`src/rtl/xbee_tx_arbiter.sv`:
```
// Four-client round-robin arbiter that packs a 16-bit request into a 4-byte XBee
// frame (header, payload hi/lo, XOR checksum) and paces bytes to the serial rate.
module xbee_tx_arbiter #(
  parameter int CLKFREQ  = 100_000_000,
  parameter int BAUD     = 9600,
  parameter int GAP_BITS = 11
) (
  input  logic        clk,
  input  logic        reset,
  input  logic        enable,
  input  logic [3:0]  req,
  input  logic [63:0] req_data,
  output logic [3:0]  ack,
  output logic [7:0]  tx_data,
  output logic        tx_send,
  output logic        busy,
  output logic [1:0]  grant_id,
  output logic [7:0]  frame_count
);

  localparam longint BYTE_CYCLES_L =
    (longint'(GAP_BITS) * longint'(CLKFREQ)) / longint'(BAUD);
  localparam int BYTE_CYCLES = int'(BYTE_CYCLES_L);
  localparam int CNT_W       = $clog2(BYTE_CYCLES);
  // The SEND cycle plus the terminal zero cycle of WAIT make up the other two.
  localparam logic [CNT_W-1:0] GAP_LOAD = CNT_W'(BYTE_CYCLES - 2);

  typedef enum logic [1:0] {
    S_IDLE = 2'd0,
    S_SEND = 2'd1,
    S_WAIT = 2'd2
  } state_t;

  state_t           state_q, state_d;
  logic [1:0]       idx_q, idx_d;
  logic [CNT_W-1:0] cnt_q, cnt_d;
  logic [15:0]      payload_q, payload_d;
  logic [1:0]       last_grant_q, last_grant_d;
  logic [1:0]       grant_id_q, grant_id_d;
  logic [3:0]       ack_q, ack_d;
  logic [7:0]       tx_data_q, tx_data_d;
  logic             tx_send_q, tx_send_d;
  logic             busy_q, busy_d;
  logic [7:0]       frame_count_q, frame_count_d;
  logic             cool_q, cool_d;

  logic [1:0] cand;
  logic [1:0] pick_id;
  logic       pick_valid;
  logic [7:0] hdr_byte, chk_byte, cur_byte;

  // Round-robin search: start just past the previous winner and wrap upward.
  always_comb begin
    // NOTE: every variable gets a default before any branch so no latch is inferred.
    cand       = '0;
    pick_id    = last_grant_q;
    pick_valid = 1'b0;
    for (int k = 1; k <= 4; k++) begin
      cand = last_grant_q + 2'(k);
      if (!pick_valid && req[cand]) begin
        pick_valid = 1'b1;
        pick_id    = cand;
      end
    end
  end

  always_comb begin
    hdr_byte = {6'b101000, grant_id_q};
    chk_byte = hdr_byte ^ payload_q[15:8] ^ payload_q[7:0];
    cur_byte = hdr_byte;
    unique case (idx_q)
      2'd0: cur_byte = hdr_byte;
      2'd1: cur_byte = payload_q[15:8];
      2'd2: cur_byte = payload_q[7:0];
      2'd3: cur_byte = chk_byte;
    endcase
  end

  always_comb begin
    state_d       = state_q;
    idx_d         = idx_q;
    cnt_d         = cnt_q;
    payload_d     = payload_q;
    last_grant_d  = last_grant_q;
    grant_id_d    = grant_id_q;
    ack_d         = '0;
    tx_data_d     = tx_data_q;
    tx_send_d     = 1'b0;
    busy_d        = busy_q;
    frame_count_d = frame_count_q;
    cool_d        = 1'b0;

    unique case (state_q)
      S_IDLE: begin
        // cool_q holds IDLE for one extra cycle after a frame so the inter-frame
        // gap is at least a full byte slot plus two cycles.
        if (enable && pick_valid && !cool_q) begin
          grant_id_d         = pick_id;
          payload_d          = req_data[{pick_id, 4'b0000} +: 16];
          ack_d[pick_id]     = 1'b1;
          busy_d             = 1'b1;
          idx_d              = 2'd0;
          state_d            = S_SEND;
        end
      end

      S_SEND: begin
        tx_data_d = cur_byte;
        tx_send_d = 1'b1;
        cnt_d     = GAP_LOAD;
        state_d   = S_WAIT;
      end

      S_WAIT: begin
        if (cnt_q == '0) begin
          if (idx_q != 2'd3) begin
            idx_d   = idx_q + 2'd1;
            state_d = S_SEND;
          end else begin
            last_grant_d  = grant_id_q;
            frame_count_d = frame_count_q + 8'd1;
            busy_d        = 1'b0;
            cool_d        = 1'b1;
            state_d       = S_IDLE;
          end
        end else begin
          cnt_d = cnt_q - 1'b1;
        end
      end

      default: state_d = S_IDLE;
    endcase
  end

  always_ff @(posedge clk) begin
    // NOTE: non-blocking assignments so every flop updates from pre-edge values.
    if (reset) begin
      state_q       <= S_IDLE;
      idx_q         <= 2'd0;
      cnt_q         <= '0;
      payload_q     <= 16'h0000;
      last_grant_q  <= 2'd3;
      grant_id_q    <= 2'd3;
      ack_q         <= 4'b0000;
      tx_data_q     <= 8'h00;
      tx_send_q     <= 1'b0;
      busy_q        <= 1'b0;
      frame_count_q <= 8'h00;
      cool_q        <= 1'b0;
    end else begin
      state_q       <= state_d;
      idx_q         <= idx_d;
      cnt_q         <= cnt_d;
      payload_q     <= payload_d;
      last_grant_q  <= last_grant_d;
      grant_id_q    <= grant_id_d;
      ack_q         <= ack_d;
      tx_data_q     <= tx_data_d;
      tx_send_q     <= tx_send_d;
      busy_q        <= busy_d;
      frame_count_q <= frame_count_d;
      cool_q        <= cool_d;
    end
  end

  assign ack         = ack_q;
  assign tx_data     = tx_data_q;
  assign tx_send     = tx_send_q;
  assign busy        = busy_q;
  assign grant_id    = grant_id_q;
  assign frame_count = frame_count_q;

endmodule

```
`config.mk`:
```
export PLATFORM = sky130hd
export DESIGN_NAME = xbee_tx_arbiter
export DESIGN_NICKNAME = d
export VERILOG_FILES = /design/src/rtl/xbee_tx_arbiter.sv
export SDC_FILE = /design/constraint.sdc
export NUM_CORES = 1
export LEC_CHECK = 0
export ABC_CLOCK_PERIOD_IN_PS = 1900
export BUFFER_PORTS_ARGS = -buffer_cell sky130_fd_sc_hd__clkbuf_2
export CORE_MARGIN = 5
export CORE_UTILIZATION = 46
export CTS_CLUSTER_DIAMETER = 120
export CTS_CLUSTER_SIZE = 28
export DETAILED_ROUTE_END_ITERATION = 10
export HOLD_SLACK_MARGIN = 0.08
export PLACE_DENSITY = 0.74
export SYNTH_ARGS = -nofsm -noshare
export SYNTH_HDL_FRONTEND = slang
export SYNTH_SLANG_ARGS = --single-unit
```
`constraint.sdc`:
```
create_clock -name clk -period 1.9 [get_ports clk]
set_input_delay 0.19 -clock clk [delete_from_list [all_inputs] [get_ports clk]]
set_output_delay 0.19 -clock clk [all_outputs]
set_load 0.01 [all_outputs]
```
; Word level (Yosys, flattened, before mapping)
; Cells that the tools add are included.
[op_classes]
addsub = 6
div = 0
muxes = 35
multipliers = 0
eq_ne = 11
order_cmp = 6
n_reduce_logical = 23
n_shift = 1
bitwise_logic = 7
[ops]
columns = op, n
row1 = 64-bit by 7-bit indexed part select with 16-bit output, 1
row2 = 17-bit case mux with 2 select lines, 1
row3 = 8-bit case mux with 4 select lines, 1
row4 = 2-bit two-way mux, 9
row5 = 17-bit zero test, 1
row6 = 17-bit two-way mux, 1
row7 = "17-bit by 1-bit subtractor with 17-bit output, second input constant", 1
row8 = 8-bit bitwise XOR, 2
row9 = "2-bit by 3-bit less-than comparator with 1-bit output, second input constant", 5
row10 = 1-bit two-way mux, 15
row11 = "2-bit != test, second input constant", 6
row12 = "8-bit by 1-bit adder with 8-bit output, second input constant", 1
row13 = 1-bit binary-select mux with 2-bit select, 4
row14 = 4-bit AND reduction, 2
row15 = "2-bit == test, second input constant", 3
row16 = 1-bit logical AND, 6
row17 = 2-bit case mux with 3 select lines, 1
row18 = 2-bit AND reduction, 3
row19 = 3-bit OR reduction, 2
row20 = 1-bit inverter, 5
row21 = "2-bit by 1-bit adder with 2-bit output, second input constant", 2
row22 = "2-bit adder, second input constant", 2
row23 = "2-bit by 1-bit == test with 1-bit output, second input constant", 2
row24 = 1-bit zero test, 4
row25 = other kinds (7), 9
[totals]
n_memories = 0
latchBits = 0
out_inout_bits = 24
inputBits = 71
reg_bits = 64
ramBits = 0
mem_bits_ro = 0

; Logic depth before layout (Yosys ltp)
; Gate-level depths: netlist of the first run.
[logic_depth]
ltp_word = 17
ltp_mapped = 8

; Worst setup path after synthesis of the first run
; OpenSTA, ideal clock, no wires.
[synth_path]
path_type = reg2reg
startpoint = register last_grant_q[1]
endpoint = register payload_q[14]
required_time_ns = 1.778
t_arrival_ns = 1.788
path_buffers = 2
stages_incl_launch_ff = 8
path_slack_ns = -0.010
period_less_slack_ns = 1.910
path_cell_list = dfxtp_1 > buf_4 > nand2b_4 > a21oi_4 > nor3_4 > buf_6 > mux2_4 > a221o_1
[synth_via]
elab_chain_cells = 16
[synth_rtl]
columns = item, line_no
row1 = "start, declared", 38  ; logic [1:0] last_grant_q, last_grant_d;
row2 = "start signal, assigned", 155  ; last_grant_q <= last_grant_d;
row3 = branches (longest 16 deep; another with 2-bit by 1-bit adder with 2-bit output), -
row4 = "end signal, assigned", 154  ; payload_q <= payload_d;
row5 = "end, declared", 37  ; logic [15:0] payload_q, payload_d;
; Several ways; the timed one is not identified. The select of a mux whose other input is x is not followed.
; A chain may end at the register's enable or synchronous reset.

; Final worst setup path of the first run
[layout_path]
startpoint = register cnt_q[7]
endpoint = register frame_count_q[3] (netlist: frame_count[3])
[layout_via]
elab_chain_cells = 2
[layout_rtl]
columns = item, line_no
row1 = "start, declared", 36  ; logic [CNT_W-1:0] cnt_q, cnt_d;
row2 = "start signal, assigned", 153  ; cnt_q <= cnt_d;
row3 = 17-bit zero test, 115  ; if (cnt_q == '0) begin
row4 = 3-bit AND reduction (no source line), -
row5 = "end signal, assigned", 161  ; frame_count_q <= frame_count_d;
row6 = "end, declared", 44  ; logic [7:0] frame_count_q, frame_count_d;
; Every way passes these cells.

==> results of run 1 <==
[cell type report]
cell class | count | area share [%]
sequential | 64 | 27.1
tap | 102 | 2.70
timing repair buffer | 127 | 16.3
clock inverter | 6 | 1.98
inverter | 8 | 0.635
multi-input combinational | 310 | 48.5
clock buffer | 10 | 2.70
[cells in the mapped netlist, types with 6 or more instances]
cell type  instances  share of area [%]
dfxtp_1           64                 35
nor2_1            36                3.7
nand2_1           30                3.1
a21oi_1           27                3.7
nand4_1           25                4.3
o31ai_1           18                3.7
clkbuf_1          15                1.5
nand3_1           11                1.5
xor2_1            11                2.6
mux2_2            10                3.1
a221o_1            9                2.5
inv_1              8               0.82
mux2i_1            8                2.2
o211ai_1           8                1.6
a21bo_2            7                1.9
ha_1               7                2.4
nor3_1             7               0.95
o21ai_0            6               0.82
[power by group through the flow]
stage	registers, mW	clock network [mW]	logic (mW)
2_1_floorplan	1.59	0	0.617
3_3_place_gp	1.59	0	0.940
3_5_place_dp	1.60	0	0.961
4_1_cts	1.57	1.31	0.975
5_1_grt	1.59	1.38	1.13
6_report	1.58	1.30	1.04
[worst paths after layout]
check,from,end,cells past startpoint
worst min register to register,tx_data[1],tx_data[1],2
worst min-delay path,req_data[58],payload_q[10],3
worst max register to register,cnt_q[7],frame_count[3],6
worst max-delay path,cnt_q[7],frame_count[3],6
[cell families (layout without fill, tap and decap cells)]
family | Yosys count | after routing | synth area share (%)
muxes | 20 | 20 | 6.07
AOI/OAI and AO/OA | 115 | 115 | 23.8
adders and majority gates | 7 | 7 | 2.39
and+or+nand+nor | 152 | 152 | 25.1
buffers and inverters | 33 | 151 | 3.95
DFF | 64 | 64 | 34.9
xor gates and xnor gates | 16 | 16 | 3.82
[flip-flops by register name, indices dropped and copies added (netlist names), 2 cells and up]
signal,cells
cnt_q,17
payload_q,16
frame_count,8
tx_data,8
ack,4
grant_id,2
idx_q,2
last_grant_q,2
state_q,2
[worst max-delay path: cells and delay by family, from the launching register on]
family	cells	cell delay, ns
buffers and inverters	1	0.18
xor gates and xnor gates	1	0.15
DFF	1	0.36
and+or+nand+nor	4	1.02
[per-layer routing]
| metal | track usage (%) | part of all wire [%] | vias to the layer above |
|---|---|---|---|
| met4 | 7.88 | 1.8 | 0 |
| met1 | 25.4 | 43 | 1608 |
| li1 | - | - | 1771 |
| met5 | 0 | 0 | - |
| met2 | 33.8 | 49 | 145 |
| met3 | 3.79 | 6.0 | 17 |
[stage by stage]
step / total power, mW / std cells / cell area, um^2
floorplan: 2.20 / 407 / 3670
global placement: 2.53 / 610 / 4440
detailed placement: 2.56 / 610 / 4440
CTS: 3.86 / 626 / 4670
global route: 4.10 / 627 / 4730
finish: 3.92 / 627 / 4730
[placed cells by master (no fill, tap or decap), types with 3 or more instances in the layout]
master | synthesis | final
clkbuf_2 | 0 | 94
dfxtp_1 | 64 | 63
nor2_1 | 36 | 34
nand2_1 | 30 | 30
buf_4 | 2 | 28
a21oi_1 | 27 | 27
nand4_1 | 25 | 25
o31ai_1 | 18 | 18
nand3_1 | 11 | 11
xor2_1 | 11 | 11
mux2_2 | 10 | 10
a221o_1 | 9 | 9
clkbuf_8 | 0 | 9
inv_1 | 8 | 8
mux2i_1 | 8 | 8
o211ai_1 | 8 | 8
nor3_1 | 7 | 7
a21bo_2 | 7 | 7
o21ai_0 | 6 | 6
ha_1 | 7 | 6
nand2b_1 | 5 | 5
a311oi_1 | 5 | 5
a22oi_1 | 5 | 5
xnor2_1 | 5 | 5
nor2b_1 | 5 | 4
nor4_4 | 4 | 4
o21bai_1 | 4 | 4
a22o_1 | 4 | 4
buf_12 | 0 | 4
nand3b_1 | 3 | 3
o31a_1 | 3 | 3
clkinv_4 | 0 | 3
[what timing repair did]
item,4_1_cts,5_1_grt
gates resized for setup,2,13
setup endpoints to repair,10,33
buffers inserted,0,1
pin swaps,0,3
==> key figures, run 1 <==
Finish
  • Layout Utilization: 60.9%
  • Final nets: 598
  • Synth-to-Final Area Change: 28.8%
  • Layout cells sized above 1: 37.0%
  • Antenna cells: 0
  • Area of the multi-input gates: 2300 um^2
  • Fillcell total: 678
  • Sequential Area: 1280 um^2

Synthesis
  • Synth Cell Area: 3670 um^2
  • Cells after Synth: 407
  • Syn nets: 485
  • YS warnings: 0
  • Post-synthesis sequential area ratio: 34.9%
  • Post-synth EDFFs: 0
  • Ys async rst share: 0%
  • Library cells used by synthesis: 67
  • Ys flop type: dfxtp_1
  • Syn Area/Cell: 9.02 um^2
  • Yosys reg bits: 64

Worst hold path
  • Worst hold path type: in2reg

Power and ir drop
  • IR drop worst, VDD: 352 uV
  • Internal: 2.70 mW
  • PwrDens: 828 nW/um^2
  • Clock share of power: 33.2%
  • Switching power: 1.22 mW
  • Switch share: 31.1%
  • Comb pwr share: 26.6%
  • Leakage: 2.01 nW
  • Seq pwr share: 40.2%

STA
  • Setup ws final: 0.0943 ns
  • RSZ-0062 raised after global routing: no
  • Max Freq: 554 MHz
  • Final period utilization: 95.0%
  • Worst hold slack: 0.144 ns
  • Setup_tns: 0 ns
  • Final setup vio count: 0
  • Slew @ Worst Pin: 0.569 ns
  • Final Max Tran Viols: 0
  • Period minus WS final: 1.81 ns
  • Max Clock Skew: 0.0104 ns
  • Final Hold Fails: 0
  • Relative slew margins: 62.0%

Clock network
  • # hold bufs at CTS: 0
  • Insertion delay to the later sink of the worst-skew pair: 0.35 ns
  • CTS tree: built
  • TritonCTS Buffers: 9
  • CTS Sinks: 64
  • Clock buffer depth: 2
  • Reg clk slew, reported paths: 0.08 ns
  • Htree depth: 3
  • CTS Root Cell: clkbuf_8

Drt
  • Antenna viol nets, final: 0
  • Routed vias/inst: 5.65
  • Routed WL: 9810 um
  • Via Count: 3541
  • DR iter-0 viols: 195
  • DR pass1 iterations: 5
  • Residual DRC count: 0
  • Wire per inst: 15.6 um

Status
  • Status: finished clean

Floorplanning
  • Starting Density: 47.3%
  • Die area: 9870 um^2
  • I/O pin count: 95
  • Cell Rows: 32
  • Core area: 7770 um^2
  • Die H: 99.3 um
  • Die X-Extent: 99.3 um

Critical path
  • Cells along the critical path: nor4_4 > nand4_4 > buf_6 > or3_1 > xor2_1 > nor2_1
  • Critical Path Sink Type: flop
  • Data arrival, critical path: 2.05 ns
  • Crit-path slowest cell: nor4_4
  • Setup CP Type: reg2reg
  • Max Fanout on Critical Path: 7
  • Crit-path max cell delay: 0.42 ns
  • Critical path required time: 2.14 ns
  • R2R Setup Slk: 0.09 ns
  • Type of origin of the critical path: flop

Global route
  • Largest net degree at the start of global routing: 48
  • Vias in the first global route: 3532
  • Initial antenna violation count: 0
  • First-pass GRT wire length: 16400 um
  • Overflow after GRT: 0
  • Tot GR Track Use: 20.1%

Placed design
  • Detailed placement HPWL: 7430 um
  • PortBufs: 94
  • Final GP Congestion: 0.943
  • Pre-CTS worst setup slack: -0.0330 ns

Flow run
  • Max-cap violations: 0
No activity file was read; power rests on OpenSTA's default activity.
==> run 2, diff against run 1 <==
Settings changed: CORE_ASPECT_RATIO set to 0.7.
==> run 2 against run 1 <==
  * Clock power increased by 35%
  * Non-clock buffer count increased by 8
  * Sequential power about the same
  * Die area increased by 0.28%
  * Power increased by 14%
  * Clock skew decreased by 0.0015 ns
  * Fmax decreased by 2.7%
  * Largest cell class unchanged
  * Critical path type unchanged
  * Register-to-register slack got worse by 0.05 ns
  * Via count increased by 3.1%
  * Cell area increased by 2.7%
  * Critical path depth unchanged
==> key figures, run 2 (synthesized netlist as in run 1, its figures left out) <==
Status
  • Status: finished clean

Clock network
  • CTS Root Cell: clkbuf_16
  • Clock buffer depth: 2 (unchanged)
  • # hold bufs at CTS: 0 (unchanged)
  • TritonCTS Buffers: 9 (unchanged)
  • CTS tree: built
  • Reg clk slew, reported paths: 0.06 ns (-0.02 ns)
  • CTS Sinks: 64 (unchanged)
  • Htree depth: 3 (unchanged)
  • Insertion delay to the later sink of the worst-skew pair: 0.33 ns (-0.02 ns)

STA
  • Final period utilization: 97.7% (+2.6 points)
  • Slew @ Worst Pin: 0.674 ns (+0.104 ns)
  • Max Freq: 539 MHz (-2.7%)
  • Final Hold Fails: 0 (unchanged)
  • Final Max Tran Viols: 0 (unchanged)
  • Final setup vio count: 0 (unchanged)
  • Max Clock Skew: 0.00887 ns (-0.00154 ns)
  • Setup ws final: 0.0445 ns (-0.0498 ns)
  • Relative slew margins: 55.0% (-7.0 points)
  • Period minus WS final: 1.86 ns (+0.0498 ns)
  • RSZ-0062 raised after global routing: yes

Critical path
  • R2R Setup Slk: 0.04 ns (-0.05 ns)
  • Critical path required time: 2.11 ns (-0.03 ns)
  • Critical Path Sink Type: flop
  • Setup CP Type: reg2reg
  • Type of origin of the critical path: flop
  • Data arrival, critical path: 2.07 ns (+0.02 ns)
  • Max Fanout on Critical Path: 5 (-2)

Power and ir drop
  • Total power: 4.45 mW (+14%)
  • PwrDens: 917 nW/um^2 (+11%)
  • Leakage: 2.07 nW (+3.3%)
  • IR drop worst, VDD: 491 uV (+40%)

Drt
  • Residual DRC count: 0 (unchanged)
  • Via Count: 3652 (+3.1%)
  • DR iter-0 viols: 247 (+27%)
  • Routed WL: 10500 um (+6.6%)
  • Antenna viol nets, final: 0 (unchanged)
  • Routed vias/inst: 5.76 (+2.0%)
  • Wire per inst: 16.5 um (+5.4%)
  • DR pass1 iterations: 5 (unchanged)

Floorplanning
  • Core area: 7800 um^2 (+0.47%)
  • Cell Rows: 27 (-16%)
  • I/O pin count: 95 (unchanged)
  • Die H: 84.7 um (-15%)
  • Starting Density: 47.0% (-0.22 points)
  • Die area: 9900 um^2 (+0.28%)
  • Die X-Extent: 117 um (+18%)

Finish
  • Layout cells sized above 1: 38.1% (+1.1 points)
  • Largest register FFs: 17 (unchanged)
  • Layout Utilization: 62.3% (+1.4 points)
  • Final nets: 606 (+1.3%)
  • Synth-to-Final Area Change: 32.3%
  • Highest-count cells in the layout ignoring fill and taps: clkbuf_2 (94), dfxtp_1 (61), buf_4 (37), nor2_1 (34), nand2_1 (30)
  • Antenna cells: 0 (unchanged)
  • Commonest non-fill, non-tap cell in the layout: clkbuf_2
  • Most flop-heavy register: cnt_q
  • Biggest regs: cnt_q (17), payload_q (16)

Placed design
  • Detailed placement HPWL: 7860 um (+5.7%)
  • Final GP Congestion: 0.882 (-6.4%)
  • Pre-CTS worst setup slack: -0.0714 ns (-0.0384 ns)
  • PortBufs: 94 (unchanged)

Flow run
  • Max-cap violations: 0 (unchanged)

Worst hold path
  • Worst hold path type: in2reg

Global route
  • Initial antenna violation count: 0 (unchanged)
  • Tot GR Track Use: 21.4% (+1.2 points)
  • First-pass GRT wire length: 17100 um (+4.3%)
  • Overflow after GRT: 0 (unchanged)
  • Vias in the first global route: 3527 (-0.14%)
  • Largest net degree at the start of global routing: 28 (-42%)
run 2: cell count changes in the layout (fill, tap and decap cells not counted), sizes merged:
cell,before,now
clkbuf,104,103
buf,33,41
clkinvlp,1,3
clkinv,3,2
run 2: worst max-delay path, cell delays in order, from the launching register on:
cell and delay, ns:
dfxtp_2 0.34, nor4_4 0.44, nand4_4 0.20, buf_6 0.17, or3_4 0.38, xor2_1 0.15
nor2_1 0.06
run 2: metal layers:
metal	global-route usage [%]	vias to the layer above	routed length, um
met1	31.5	1717	5000
met2	31.0	137	4600
li1	-	1783	-
met4	6.04	0	144
met3	4.90	15	707
met5	0	-	0
run 2: what timing repair did:
action                     CTS  global route
buffers inserted             0             5
setup endpoints to repair    5            34
resized for setup            3            10
pin swaps                    0             4
run 2: per-stage QoR:
| step | instance area, um^2 | cells | hold slack, ns | TNS, ns |
|---|---|---|---|---|
| floorplan | 3670 | 407 | 0.373 | 0 |
| detailed placement | 4460 | 613 | 0.450 | -0.985 |
| CTS | 4790 | 629 | 0.115 | 0 |
| finish | 4860 | 634 | 0.133 | 0 |
| global placement | 4460 | 613 | 0.446 | 0 |
| global route | 4860 | 634 | 0.135 | -0.0412 |
run 2: layout make-up:
type,count,area [um^2]
clock buffers,9,225
repair buffers,135,820
multi-input cells,310,2280
inverters,8,30.0
fillers,643,2950
flip-flops and latches,64,1280
well taps,101,126
clock inverters,7,96.3
run 2: worst paths after layout:
check	start	end	cells past startpoint
hold reg to reg	tx_data[1]	tx_data[1]	2
setup / recovery	cnt_q[13]	frame_count[3]	6
hold / removal	reset	tx_data[5]	2
setup reg to reg	cnt_q[13]	frame_count[3]	6
run 2: power by group:
part / switching [mW] / internal, mW / total [mW]
sequential: 0.122 / 1.46 / 1.58
clock: 0.616 / 1.15 / 1.76
combinational: 0.565 / 0.548 / 1.11
total: 1.30 / 3.15 / 4.45
==> run 3, diff against run 2 <==
--- a/config.mk
+++ b/config.mk
@@ -12,3 +12,2 @@
 export CORE_UTILIZATION = 46
-export CTS_CLUSTER_DIAMETER = 120
 export CTS_CLUSTER_SIZE = 28
==> constraint.sdc (replaced) <==
create_clock -name clk -period 1.9 [get_ports clk]
set_input_delay 0.38 -clock clk [delete_from_list [all_inputs] [get_ports clk]]
set_output_delay 0.38 -clock clk [all_outputs]
set_load 0.01 [all_outputs]
==> run 3 against run 2 <==
  * Cell area up 0.54%
  * Critical path type unchanged
  * Largest power group unchanged
  * First-iteration DRC count down 15%
  * Worst hold slack better by 0.22 ns
  * Cell count up 0.16%
  * Highest routed layer unchanged
  * Worst setup slack better by 0.026 ns
==> key figures, run 3 (synthesized netlist as in run 1, its figures left out) <==
Status
  • Status: finished clean

Finish
  • Highest-count cells in the layout ignoring fill and taps: clkbuf_2 (94), dfxtp_1 (63), buf_4 (39), nor2_1 (34), nand2_1 (29)
  • Largest register FFs: 17 (unchanged)
  • Most flop-heavy register: cnt_q
  • Commonest non-fill, non-tap cell in the layout: clkbuf_2
  • Finished Cell Area: 4880 um^2 (+0.54%)
  • Biggest regs: cnt_q (17), payload_q (16)
  • Layout cells sized above 1: 38.0% (-0.071 points)
  • Final nets: 607 (+0.17%)
  • Synth-to-Final Area Change: 33.1%
  • Fillcell total: 673 (+4.7%)
  • Antenna cells: 0 (unchanged)

Floorplanning
  • Die X-Extent: 117 um (unchanged)
  • Die area: 9900 um^2 (unchanged)
  • Cell Rows: 27 (unchanged)
  • Die H: 84.7 um (unchanged)
  • Core area: 7800 um^2 (unchanged)
  • Starting Density: 47.0% (unchanged)
  • I/O pin count: 95 (unchanged)

Clock network
  • TritonCTS Buffers: 9 (unchanged)
  • CTS tree: built
  • Clock buffer depth: 2 (unchanged)
  • Insertion delay to the later sink of the worst-skew pair: 0.34 ns (about the same)
  • Htree depth: 3 (unchanged)
  • Reg clk slew, reported paths: 0.05 ns (about the same)
  • CTS Sinks: 64 (unchanged)
  • CTS Root Cell: clkbuf_16

Critical path
  • Cells along the critical path: buf_4 > or3b_2 > nand4_1 > a21oi_1 > a221o_1
  • Critical path required time: 2.12 ns (about the same)
  • Crit-path max cell delay: 0.67 ns (+0.23 ns)
  • Max Fanout on Critical Path: 17 (+12)
  • R2R Setup Slk: 0.07 ns (+0.03 ns)
  • Setup CP Type: reg2reg
  • Critical Path Sink Type: flop
  • Data arrival, critical path: 2.05 ns (-0.02 ns)
  • Type of origin of the critical path: flop
  • Crit-path slowest cell: or3b_2

Global route
  • Largest net degree at the start of global routing: 24 (-14%)
  • Tot GR Track Use: 21.7% (+0.32 points)
  • First-pass GRT wire length: 17100 um (-0.28%)
  • Overflow after GRT: 0 (unchanged)
  • Initial antenna violation count: 0 (unchanged)
  • Vias in the first global route: 3450 (-2.2%)

Placed design
  • DP Area: 4460 um^2 (-0.11%)
  • PortBufs: 94 (unchanged)
  • Detailed placement HPWL: 8040 um (+2.3%)
  • Final GP Congestion: 0.901 (+2.1%)

STA
  • Relative slew margins: 60.9% (+5.9 points)
  • Final setup vio count: 0 (unchanged)
  • Slew @ Worst Pin: 0.586 ns (-0.0879 ns)
  • Setup_tns: 0 ns (unchanged)
  • Final period utilization: 96.3% (-1.3 points)
  • Max Clock Skew: 0.00782 ns (-0.00105 ns)
  • Final Max Tran Viols: 0 (unchanged)
  • Period minus WS final: 1.83 ns (-0.0256 ns)
  • Final Hold Fails: 0 (unchanged)
  • Max Freq: 546 MHz (+1.4%)

Power and ir drop
  • PwrDens: 925 nW/um^2 (+0.90%)
  • IR drop worst, VDD: 667 uV (+36%)
  • Leakage: 2.11 nW (+1.6%)

Drt
  • Routed WL: 10800 um (+2.8%)
  • Wire per inst: 16.9 um (+2.7%)
  • DR iter-0 viols: 211 (-15%)
  • Antenna viol nets, final: 0 (unchanged)
  • Via Count: 3726 (+2.0%)
  • Residual DRC count: 0 (unchanged)
  • Routed vias/inst: 5.87 (+1.9%)
  • DR pass1 iterations: 5 (unchanged)

Worst hold path
  • Worst hold path type: in2reg

Flow run
  • Max-cap violations: 0 (unchanged)
## run 3: layout make-up
| type | count | area, um^2 | share of cell area (%) |
|---|---|---|---|
| multi-input cells | 310 | 2290 | 47.0 |
| flip-flops and latches | 64 | 1280 | 26.3 |
| repair buffers | 136 | 815 | 16.7 |
| clock buffers | 14 | 274 | 5.61 |
| well taps | 101 | 126 | 2.59 |
| clock inverters | 2 | 60.1 | 1.23 |
| inverters | 8 | 33.8 | 0.692 |
## run 3: worst paths after layout
| path | to | start | cells after the start |
|---|---|---|---|
| setup / recovery | payload_q[9] | last_grant_q[1] | 5 |
| hold / removal | payload_q[1] | req_data[49] | 3 |
| setup reg to reg | payload_q[9] | last_grant_q[1] | 5 |
| hold reg to reg | tx_data[1] | tx_data[1] | 2 |
## run 3: repair_timing
action,CTS,global route
endpoints found under the hold margin,0,0
endpoints found under the setup margin,5,28
pin swaps,0,3
buffers inserted,0,5
resized for setup,3,13
hold buffers,0,0
## run 3: metal layers
layer / routed length, um / vias up / GRT usage [%]
met5: 0 / - / 0
met4: 145 / 0 / 4.79
met3: 713 / 20 / 7.13
met2: 4650 / 131 / 30.9
met1: 5240 / 1780 / 31.6
li1: - / 1795 / -
## run 3: critical path: cells and delay by family, from the launching register on
family	cells	cell delay [ns]
flops	1	0.36
compound gates	2	0.34
buf+inv	1	0.16
simple gates	2	0.85
## run 3: report_power, final
| part | leakage [nW] | total [mW] | internal [mW] | switching (mW) |
|---|---|---|---|---|
| Clock | 0.163 | 1.85 | 1.26 | 0.596 |
| Sequential | 0.523 | 1.58 | 1.46 | 0.124 |
| Combinational | 1.42 | 1.09 | 0.527 | 0.558 |
## run 3: per-stage QoR
step | hold WS, ns | setup WS [ns] | total power [mW] | std cells | utilization [%]
after floorplan | 0.458 | 0.0335 | 2.20 | 407 | -
after global placement | 0.447 | 0.0548 | 2.58 | 614 | 57.1
after detailed placement | 0.453 | -0.00902 | 2.62 | 614 | 57.1
after CTS | 0.347 | 0.0254 | 4.48 | 630 | 61.4
after global routing | 0.354 | -0.0272 | 4.72 | 635 | 62.6
final | 0.351 | 0.0701 | 4.52 | 635 | 62.6
